`src/rtl/fmps_pkg.sv`:
```
// Shared constants and types for the FMPS packet collector.
// Header field defaults match the FMPS header layout produced upstream of axisMux.
package fmps_pkg;

  localparam logic [1:0] ST_OK        = 2'd0;
  localparam logic [1:0] ST_BAD_MAGIC = 2'd1;
  localparam logic [1:0] ST_BAD_LEN   = 2'd2;
  localparam logic [1:0] ST_DUP_INDEX = 2'd3;

  localparam int HDR_MAGIC_W   = 16;
  localparam int HDR_MAGIC_LSB = 16;
  localparam int HDR_INDEX_W   = 5;
  localparam int HDR_INDEX_LSB = 10;

  localparam logic [15:0] DEFAULT_MAGIC = 16'hB6CF;

  typedef enum logic [1:0] {
    S_HEADER,
    S_DATA,
    S_DISCARD
  } state_t;

endpackage

```
`src/rtl/fmps_packet_collector_tracker.sv`:
```
// Per-FA-cycle bookkeeping: received-index bitmap, good-packet count,
// end-of-cycle summary latch and the once-per-cycle allReceived pulse.
module fmps_cycle_tracker #(
  parameter int INDEX_WIDTH = 5
) (
  input  logic                      clk,
  input  logic                      arst,
  input  logic                      complete,
  input  logic [INDEX_WIDTH-1:0]    index,
  input  logic                      new_cycle,
  input  logic [INDEX_WIDTH:0]      expected_count,
  output logic                      dup,
  output logic                      summary_strobe,
  output logic [2**INDEX_WIDTH-1:0] cycle_bitmap,
  output logic [INDEX_WIDTH:0]      cycle_count,
  output logic                      all_received
);

  localparam int NUM_IDX = 2**INDEX_WIDTH;
  localparam logic [INDEX_WIDTH:0] COUNT_MAX = NUM_IDX[INDEX_WIDTH:0];

  logic [NUM_IDX-1:0]   bitmap, bitmap_next;
  logic [INDEX_WIDTH:0] count, count_next;
  logic                 armed;
  logic                 accept;

  assign dup    = bitmap[index];
  assign accept = complete & ~dup;

  always_comb begin
    bitmap_next = bitmap;
    count_next  = count;
    if (accept) begin
      bitmap_next[index] = 1'b1;
      if (count != COUNT_MAX) count_next = count + 1'b1;
    end
  end

  // A packet completing on the new-cycle clock belongs to the cycle that is ending.
  always_ff @(posedge clk or posedge arst) begin
    if (arst) begin
      bitmap         <= '0;
      count          <= '0;
      armed          <= 1'b1;
      summary_strobe <= 1'b0;
      cycle_bitmap   <= '0;
      cycle_count    <= '0;
      all_received   <= 1'b0;
    end else begin
      summary_strobe <= new_cycle;
      all_received   <= 1'b0;
      if (armed && (expected_count != '0) && (count == expected_count)) begin
        all_received <= 1'b1;
        armed        <= 1'b0;
      end
      if (new_cycle) begin
        cycle_bitmap <= bitmap_next;
        cycle_count  <= count_next;
        bitmap       <= '0;
        count        <= '0;
        armed        <= 1'b1;
      end else begin
        bitmap <= bitmap_next;
        count  <= count_next;
      end
    end
  end

endmodule

```
`src/rtl/fmps_packet_collector.sv`:
```
// Consumes the merged FMPS AXI-Stream, validates header magic and length,
// and emits one strobe per good packet plus a status pulse per packet.
//   state     | meaning
//   S_HEADER  | waiting for / checking the header beat
//   S_DATA    | collecting data words of a well-formed header
//   S_DISCARD | dropping beats of a bad packet until tlast
module fmps_packet_collector
  import fmps_pkg::*;
#(
  parameter int DATA_WIDTH      = 32,
  parameter int USER_WIDTH      = 1,
  parameter int MAGIC_WIDTH     = HDR_MAGIC_W,
  parameter int MAGIC_START_BIT = HDR_MAGIC_LSB,
  parameter int INDEX_WIDTH     = HDR_INDEX_W,
  parameter int INDEX_START_BIT = HDR_INDEX_LSB,
  parameter int NUM_DATA_WORDS  = 1
) (
  input  logic                                 clk,
  input  logic                                 arst,
  input  logic                                 s_tvalid,
  output logic                                 s_tready,
  input  logic                                 s_tlast,
  input  logic [DATA_WIDTH-1:0]                s_tdata,
  input  logic [USER_WIDTH-1:0]                s_tuser,
  input  logic [MAGIC_WIDTH-1:0]               expectedHeaderMagic,
  input  logic [INDEX_WIDTH:0]                 expectedCount,
  input  logic                                 newCycleStrobe,
  output logic                                 packetStrobe,
  output logic [INDEX_WIDTH-1:0]               packetIndex,
  output logic [DATA_WIDTH*NUM_DATA_WORDS-1:0] packetData,
  output logic                                 statusStrobe,
  output logic [1:0]                           statusCode,
  output logic                                 cycleSummaryStrobe,
  output logic [2**INDEX_WIDTH-1:0]            cycleBitmap,
  output logic [INDEX_WIDTH:0]                 cycleCount,
  output logic                                 allReceived
);

  localparam int CNT_W = (NUM_DATA_WORDS > 1) ? $clog2(NUM_DATA_WORDS) : 1;
  localparam int PKT_W = DATA_WIDTH * NUM_DATA_WORDS;
  localparam logic [CNT_W-1:0] LAST_WORD = CNT_W'(NUM_DATA_WORDS - 1);

  state_t                 state, state_next;
  logic [CNT_W-1:0]       word_cnt, word_cnt_next;
  logic [INDEX_WIDTH-1:0] index_q, index_next;
  logic [1:0]             code_q, code_next, fail_code;
  logic [PKT_W-1:0]       data_buf, data_next;
  logic                   beat, last_word, complete, fail_now, dup;
  logic                   unused_user;

  assign beat        = s_tvalid & s_tready;
  assign last_word   = (word_cnt == LAST_WORD);
  assign unused_user = ^s_tuser;

  always_comb begin
    data_next = data_buf;
    for (int w = 0; w < NUM_DATA_WORDS; w++)
      if (word_cnt == CNT_W'(w)) data_next[w*DATA_WIDTH +: DATA_WIDTH] = s_tdata;
  end

  always_comb begin
    state_next    = state;
    word_cnt_next = word_cnt;
    index_next    = index_q;
    code_next     = code_q;
    complete      = 1'b0;
    fail_now      = 1'b0;
    fail_code     = ST_BAD_LEN;
    if (beat) begin
      case (state)
        S_HEADER: begin
          index_next    = s_tdata[INDEX_START_BIT +: INDEX_WIDTH];
          word_cnt_next = '0;
          if (s_tlast) begin
            fail_now = 1'b1;
          end else if (s_tdata[MAGIC_START_BIT +: MAGIC_WIDTH] != expectedHeaderMagic) begin
            code_next  = ST_BAD_MAGIC;
            state_next = S_DISCARD;
          end else begin
            state_next = S_DATA;
          end
        end
        S_DATA: begin
          if (s_tlast) begin
            state_next = S_HEADER;
            if (last_word) complete = 1'b1;
            else           fail_now = 1'b1;
          end else if (last_word) begin
            code_next  = ST_BAD_LEN;
            state_next = S_DISCARD;
          end else begin
            word_cnt_next = word_cnt + 1'b1;
          end
        end
        S_DISCARD: begin
          if (s_tlast) begin
            fail_now   = 1'b1;
            fail_code  = code_q;
            state_next = S_HEADER;
          end
        end
        default: state_next = S_HEADER;
      endcase
    end
  end

  always_ff @(posedge clk or posedge arst) begin
    if (arst) begin
      state        <= S_HEADER;
      word_cnt     <= '0;
      index_q      <= '0;
      code_q       <= ST_OK;
      data_buf     <= '0;
      s_tready     <= 1'b0;
      packetStrobe <= 1'b0;
      packetIndex  <= '0;
      packetData   <= '0;
      statusStrobe <= 1'b0;
      statusCode   <= ST_OK;
    end else begin
      s_tready     <= 1'b1;
      state        <= state_next;
      word_cnt     <= word_cnt_next;
      index_q      <= index_next;
      code_q       <= code_next;
      if (beat && state == S_DATA) data_buf <= data_next;
      packetStrobe <= complete & ~dup;
      statusStrobe <= complete | fail_now;
      if (complete)      statusCode <= dup ? ST_DUP_INDEX : ST_OK;
      else if (fail_now) statusCode <= fail_code;
      if (complete && !dup) begin
        packetIndex <= index_q;
        packetData  <= data_next;
      end
    end
  end

  fmps_cycle_tracker #(
    .INDEX_WIDTH(INDEX_WIDTH)
  ) u_tracker (
    .clk            (clk),
    .arst           (arst),
    .complete       (complete),
    .index          (index_q),
    .new_cycle      (newCycleStrobe),
    .expected_count (expectedCount),
    .dup            (dup),
    .summary_strobe (cycleSummaryStrobe),
    .cycle_bitmap   (cycleBitmap),
    .cycle_count    (cycleCount),
    .all_received   (allReceived)
  );

endmodule

```
`config.mk`:
```
export PLATFORM = sky130hd
export DESIGN_NAME = fmps_packet_collector
export DESIGN_NICKNAME = d
export VERILOG_FILES = /design/src/rtl/fmps_pkg.sv /design/src/rtl/fmps_packet_collector_tracker.sv /design/src/rtl/fmps_packet_collector.sv
export SDC_FILE = /design/constraint.sdc
export NUM_CORES = 1
export LEC_CHECK = 0
export ABC_AREA = 1
export CAP_MARGIN = 25
export CORE_ASPECT_RATIO = 0.6
export CORE_MARGIN = 3
export CORE_UTILIZATION = 51
export CTS_CLUSTER_SIZE = 12
export DETAILED_ROUTE_END_ITERATION = 16
export PLACE_DENSITY = 0.81
export SLEW_MARGIN = 0
export SYNTH_ARGS = -nofsm -noshare
export SYNTH_HDL_FRONTEND = slang
export SYNTH_SLANG_ARGS = --single-unit
```
`constraint.sdc`:
```
create_clock -name clk -period 5.3 [get_ports clk]
set_clock_uncertainty 0.1 [all_clocks]
set_input_delay 1.06 -clock clk [delete_from_list [all_inputs] [get_ports clk]]
set_output_delay 1.06 -clock clk [all_outputs]
set_load 0.05 [all_outputs]
```
==> results of run 1 <==
[registers in the layout, summed over array words and instances (netlist names)]
name,cells
u_tracker.summary_strobe,1
packetData,32
u_tracker.count,6
index_q,5
statusStrobe,1
statusCode,2
code_q,2
u_tracker.cycle_count,6
u_tracker.bitmap,32
u_tracker.armed,1
state,2
u_tracker.cycle_bitmap,32
packetStrobe,1
u_tracker.all_received,1
packetIndex,5
s_tready,1
[worst max-delay path, stage by stage (launching register included)]
cell     delay (ns)
dfrtp_1        0.91
inv_2          0.32
nand2_2        0.28
nor2_1         0.06
nor2_1         0.09
nand2_1        0.06
nand2_1        0.05
nand2_1        0.07
nor2_4         0.07
buf_4          0.37
nand3_2        0.40
buf_4          0.41
nand2_1        0.11
o21ai_0        0.08
[cell usage after synthesis (4+ instances only)]
master      n  area (µm²)
clkbuf_1   14        52.6
nand2_1   326        1220
dfrtp_1   129        3230
buf_2      14        70.1
nor2_1     57         214
a21oi_1    38         190
nand3_1    14        70.1
xnor2_1     8        70.1
o21ai_0    28         140
buf_4       4        30.0
nor3_1     11        55.1
nand4_1    42         263
inv_1      73         274
xor2_1      9        78.8
[kinds of logic (layout without fill, tap and decap cells)]
logic type | after synthesis | count (layout) | share of synthesized area [%]
buffers and inverters | 114 | 256 | 7.79
DFF | 130 | 130 | 52.5
muxes | 1 | 1 | 0.161
xor gates and xnor gates | 17 | 17 | 2.40
and+or+nand+nor | 460 | 460 | 30.7
adders and majority gates | 2 | 2 | 0.403
AOI/OAI and AO/OA | 72 | 72 | 6.05
other | 1 | 1 | 0.0605
[cell type report]
type	count	area share [%]
clock buffer	20	5.36
clock inverter	12	2.22
inverter	76	3.45
multi-input combinational	553	29.6
sequential	130	39.1
tap	160	2.40
timing repair buffer	148	17.9
[how the worst max path moves through the flow]
stage	from	end	slack (ns)	cells past startpoint
detailed placement	s_tlast	packetData[26]$_DFFE_PP0N_	1.77	10
floorplan	arst	code_q[0]$_DFFE_PP0P_	0.67	1
global route	index_q[0]$_DFFE_PP0P_	packetData[11]$_DFFE_PP0N_	1.45	13
global placement	s_tlast	packetData[20]$_DFFE_PP0N_	1.87	10
CTS	index_q[0]$_DFFE_PP0P_	packetData[26]$_DFFE_PP0N_	1.76	13
finish	index_q[0]$_DFFE_PP0P_	packetData[11]$_DFFE_PP0N_	1.72	13
[report_power, final]
group          internal (mW)  leakage (nW)  switching [mW]
Clock                  0.802         0.293           0.434
Sequential              1.07          1.78           0.109
Combinational          0.209          2.09           0.479
Total                   2.08          4.16            1.02
[layer usage]
metal,vias up,global-route usage (%),wire length [µm]
li1,2762,-,-
met1,2616,35.1,7460
met2,245,35.7,6950
met3,19,7.73,1400
met4,0,6.69,171
met5,-,0,0
[stage by stage]
step	std cells	hold WS, ns	setup slack, ns	instance area, µm²
3_3_place_gp	1066	0.356	1.87	7670
5_1_grt	1099	0.394	1.45	8330
6_report	1099	0.373	1.72	8330
4_1_cts	1098	0.379	1.76	8300
2_1_floorplan	797	0.333	0.672	6200
3_5_place_dp	1066	0.364	1.77	7670
[layout by cell type (no fill, tap or decap), types with 3 or more instances in the layout]
master	Yosys	layout
clkdlybuf4s50_1	0	139
nor2_1	57	56
nand3_1	14	14
xnor2_1	8	8
xor2_1	9	9
dfrtp_1	129	129
bufinv_16	0	4
a21oi_1	38	38
inv_1	73	72
nor3_1	11	11
clkinv_4	0	4
nand4_1	42	42
clkinvlp_4	0	4
inv_2	3	3
clkbuf_16	0	17
buf_4	4	6
o21ai_0	28	28
nand2_1	326	326
==> metrics, run 1 <==
WS Path Type flop to flop; asr flop ratio synth 100%; post-DR wirelength/cell 14.5 µm; Layout area overhead 34.3%; post-layout util 71.8%; GP Congestion 0.874; CORE AREA 11600 µm²; Yosys reg bits 130; Post-Route Setup TNS 0 ns; Root Driver clkbuf_16; post-CTS resize count 0; vias in the first global route 5316; final hold violation count 0; Die H 91.4 µm; worst-case reg-to-reg path depth 13; Port Buf Inserts 140; hold path depth 2; fmax 279 MHz; Crit Path Max Fanout 46; Post-Synthesis Cell Area 6200 µm²; sequential element share of the synthesized area 52.5%; DRC 0; first-pass iteration count of the detailed router 5; cell area power density 373 nW/µm²; worst skew pair latency 0.41 ns; CTS tree yes; num rows 30; initial antenna violation count 0; Detail Placement HPWL 10700 µm; initial drt markers 464; fillers 881; I/O pin count 142; status complete, no violations; Post-CTS Setup Repair Bufs 0; Die Wd 148 µm; CP arrival 3.75 ns; Layout Nets 988; post-synth cell types 34; CTS H-tree depth 4; Global Route Usage Sum 24.4%; syn_nets 859; Initial Utilization 53.5%; die footprint 13600 µm²; Seq. cell area 3250 µm²; CTS buffer count 17; FF-to-FF End packetData[11]$_DFFE_PP0N_; Finish-stage setup viols 0; yosys warns 0; final worst path period share 67.5%; vias per cell 5.13; min-delay src packetData[22]$_DFFE_PP0N_; max cap viols 0; Pleak 4.16 nW; Synth Instances 797; area of the multi-input gates 2470 µm²; first-pass GRT wire length 26500 µm; fin. max-slew vios 0; Worst IR Drop VDD 0.000294 V; Critical Path Start Type flop; Slew HR 42.0%; RSZ-0062 raised after global routing false; Total Power 3.11 mW; min-delay worst type flop to flop; Overflow after GRT 0; vias 5642; setup slack, reg-to-reg 1.72 ns; fin crit period 3.58 ns; WHS Endpoint packetData[22]$_DFFE_PP0N_; Most used DFF post-synth dfrtp_1; Clock transition at path regs 0.06 ns; share of cells above drive strength 1 5.64%; antenna viol nets, final 0; number of flops mapped to enable cells by yosys 0; largest net degree at the start of global routing 79; Slew @ Worst Pin 0.870 ns; crit end category flop; n_diodes 0; hold_buf cts 0; Mapped Avg Cell Area 7.78 µm²; wirelength, routed 16000 µm; clock sinks 130; FF-to-FF Start index_q[0]$_DFFE_PP0P_; Max Root-Sink Buffers 2; Worst Path Required 5.47 ns
Power figures use the tool's default switching activity.
==> run 2: changes to the inputs <==
CORE_UTILIZATION = 46   (was 51)
PLACE_DENSITY = 0.77   (was 0.81)
clock period = 2.9 ns   (was 5.3 ns; I/O delays follow)
==> run 2 against run 1 <==
Effect of this change:
- design area increased by 0.23%
- combinational power grew 98%
- global-route usage decreased by 2.0 points
- clock-buffer cell count decreased by 2
- utilization fell by 7.7 points
- cell count is 1.3% higher
- power rose by 82%
- sequential cell count did not move
- non-clock buffer count increased by 4
- first-iteration DRC count decreased by 28%
- sequential share of layout area fell by 0.088 points
- highest routed layer unchanged
==> metrics, run 2 (same netlist as run 1, synthesis figures left out) <==
final hold violation count 0 (unchanged); Slew HR 51.5% (was 42.0%); max cap viols 0 (unchanged); GP Congestion 0.872 (was 0.874); worst skew pair latency 0.42 ns (was 0.41 ns); wirelength, routed 16000 µm (about the same); hold_buf cts 0 (unchanged); Layout Nets 992 (was 988); Post-Route Setup TNS 0 ns (unchanged); dpl cell area 7750 µm² (was 7670 µm²); sw power 1.89 mW (was 1.02 mW); Overflow after GRT 0 (unchanged); status complete, no violations (unchanged); WP depth 12 (was 13); Finish-stage setup viols 0 (unchanged); CP max stage cell dfrtp_1 (unchanged); fin. max-slew vios 0 (unchanged); Cell Chain, Critical Path inv_2 > nand2_2 > nor2_1 > nor2_1 > nand2_1 > nand2_1 > nand2_1 > nor2_4 > nand3_2 > inv_2 > nand2_1 > nand2_1 (was inv_2 > nand2_2 > nor2_1 > nor2_1 > nand2_1 > nand2_1 > nand2_1 > nor2_4 > buf_4 > nand3_2 > buf_4 > nand2_1 > o21ai_0); DRC 0 (unchanged); first-pass GRT wire length 26500 µm (about the same); vias per cell 5.07 (was 5.13); hold path depth 1 (was 2); Detail Placement HPWL 10900 µm (was 10700 µm); Seq pwr share 37.2% (was 38.1%); clock power share 38.7% (was 39.8%); initial drt markers 335 (was 464); antenna viol nets, final 0 (unchanged); Global Route Usage Sum 22.4% (was 24.4%); pre-CTS setup slack 0.349 ns (was 1.77 ns); I/O pin count 142 (unchanged); Clock transition at path regs 0.06 ns (about the same); Post-CTS Setup Repair Bufs 0 (unchanged); worst hold-check slack 0.353 ns (was 0.373 ns); worst-case reg-to-reg path depth 12 (was 13); fin crit period 2.54 ns (was 3.58 ns); Layout area overhead 34.6% (was 34.3%); combinational power share 24.0% (was 22.1%); share of cells above drive strength 1 6.26% (was 5.64%); Die H 96.0 µm (was 91.4 µm); Port Buf Inserts 140 (unchanged); vias 5643 (was 5642); WS Path Type flop to flop (unchanged); design area 8350 µm² (was 8330 µm²); Critical Path Start Type flop (unchanged); CTS H-tree depth 4 (unchanged); Max Root-Sink Buffers 2 (unchanged); Root Driver clkbuf_16 (unchanged); Initial Utilization 47.7% (was 53.5%); CTS buffer count 17 (unchanged); vias in the first global route 5254 (was 5316); initial antenna violation count 0 (unchanged); post-DR wirelength/cell 14.4 µm (was 14.5 µm); n_diodes 0 (unchanged); post-CTS resize count 0 (unchanged); CTS tree yes (unchanged); CORE AREA 13000 µm² (was 11600 µm²); Pleak 4.17 nW (was 4.16 nW); largest net degree at the start of global routing 131 (was 79); num rows 32 (was 30); CP delay by family, top simple AND/OR/NAND/NOR gates (unchanged); Crit Path Max Fanout 24 (was 46); Slew @ Worst Pin 0.728 ns (was 0.870 ns); fmax 394 MHz (was 279 MHz); internal power 3.76 mW (was 2.08 mW); first-pass iteration count of the detailed router 5 (unchanged); most frequent cells in the layout nand2_1, clkdlybuf4s50_1, dfrtp_1, inv_1, nor2_1 (unchanged); Most common cell on crit path nand2_1 (unchanged); post-layout util 64.2% (was 71.8%); WP buf/inv 2 (was 3); min-delay worst type input pin to flop (was flop to flop); commonest non-fill, non-tap cell in the layout nand2_1 (unchanged); die footprint 15000 µm² (was 13600 µm²); crit end category flop (unchanged); sw frac 33.4% (was 32.9%); clock sinks 130 (unchanged); cell area power density 676 nW/µm² (was 373 nW/µm²); final worst path period share 87.5% (was 67.5%); Worst Path Required 3.16 ns (was 5.47 ns); setup slack after layout 0.362 ns (was 1.72 ns); Die Wd 156 µm (was 148 µm); top flop regs packetData x32, u_tracker.bitmap x32, u_tracker.cycle_bitmap x32 (unchanged); RSZ-0062 raised after global routing false (unchanged); Worst IR Drop VDD 0.000459 V (was 0.000294 V); CP arrival 2.80 ns (was 3.75 ns); Max stage delay on crit path 0.56 ns (was 0.91 ns)
run 2: cell types whose count changed in the layout (fill, tap and decap cells not counted):
| cell | change |
|---|---|
| clkinv_4 | -3 |
| buf_4 | +3 |
| buf_12 | +2 |
| inv_4 | -1 |
| bufinv_16 | -1 |
| buf_16 | -1 |
| clkbuf_1 | -2 |
| clkinvlp_4 | +1 |
| inv_6 | +1 |
| clkinv_2 | +5 |
run 2: metrics by stage:
stage,std cells,power (mW)
floorplan,797,2.96
global placement,1081,3.45
detailed placement,1081,3.47
CTS,1113,5.67
global route,1113,5.88
finish,1113,5.64
run 2: cell type report:
class	count	area (µm²)
inverter	76	289
clock buffer	18	439
tap	170	213
timing repair buffer	152	1520
clock inverter	14	163
fill	1101	4660
sequential	130	3250
multi-input combinational	553	2470
run 2: power by group through the flow:
stage	logic (mW)	clock network, mW	registers, mW
2_1_floorplan	0.536	0	2.43
6_report	1.36	2.19	2.10
3_5_place_dp	1.35	0	2.12
5_1_grt	1.45	2.31	2.12
3_3_place_gp	1.33	0	2.12
4_1_cts	1.35	2.22	2.10
run 2: final timing paths:
check	startpoint	to	slack (ns)
max in group asynchronous	arst	u_tracker.bitmap[6]$_DFF_PP0_	1.54
worst min-delay path	newCycleStrobe	u_tracker.summary_strobe$_DFF_PP0_	0.35
worst min register to register	u_tracker.cycle_bitmap[18]$_DFFE_PP0P_	u_tracker.cycle_bitmap[18]$_DFFE_PP0P_	0.38
worst max-delay path	index_q[0]$_DFFE_PP0P_	packetData[1]$_DFFE_PP0N_	0.36
min in group asynchronous	arst	statusStrobe$_DFF_PP0_	0.57
worst max register to register	index_q[0]$_DFFE_PP0P_	packetData[1]$_DFFE_PP0N_	0.36
run 2: metal layers:
| layer | up-vias | GRT usage, % | share of wire, % |
|---|---|---|---|
| li1 | 2777 | - | - |
| met1 | 2670 | 32.9 | 49 |
| met2 | 181 | 32.6 | 43 |
| met3 | 15 | 7.23 | 7.0 |
| met4 | 0 | 4.78 | 0.84 |
| met5 | - | 0 | 0 |
run 2: worst register-to-register path, delay by kind of cell, from the launching register on:
kind                   cells  cell delay [ns]
buffers and inverters      2             0.64
and+or+nand+nor           10             1.20
DFF                        1             0.56
==> run 3: changes to the inputs <==
CAP_MARGIN = 20   (was 25)
==> results of run 3 <==
The final DEF is identical to that of run 2; final timing and power are the same.
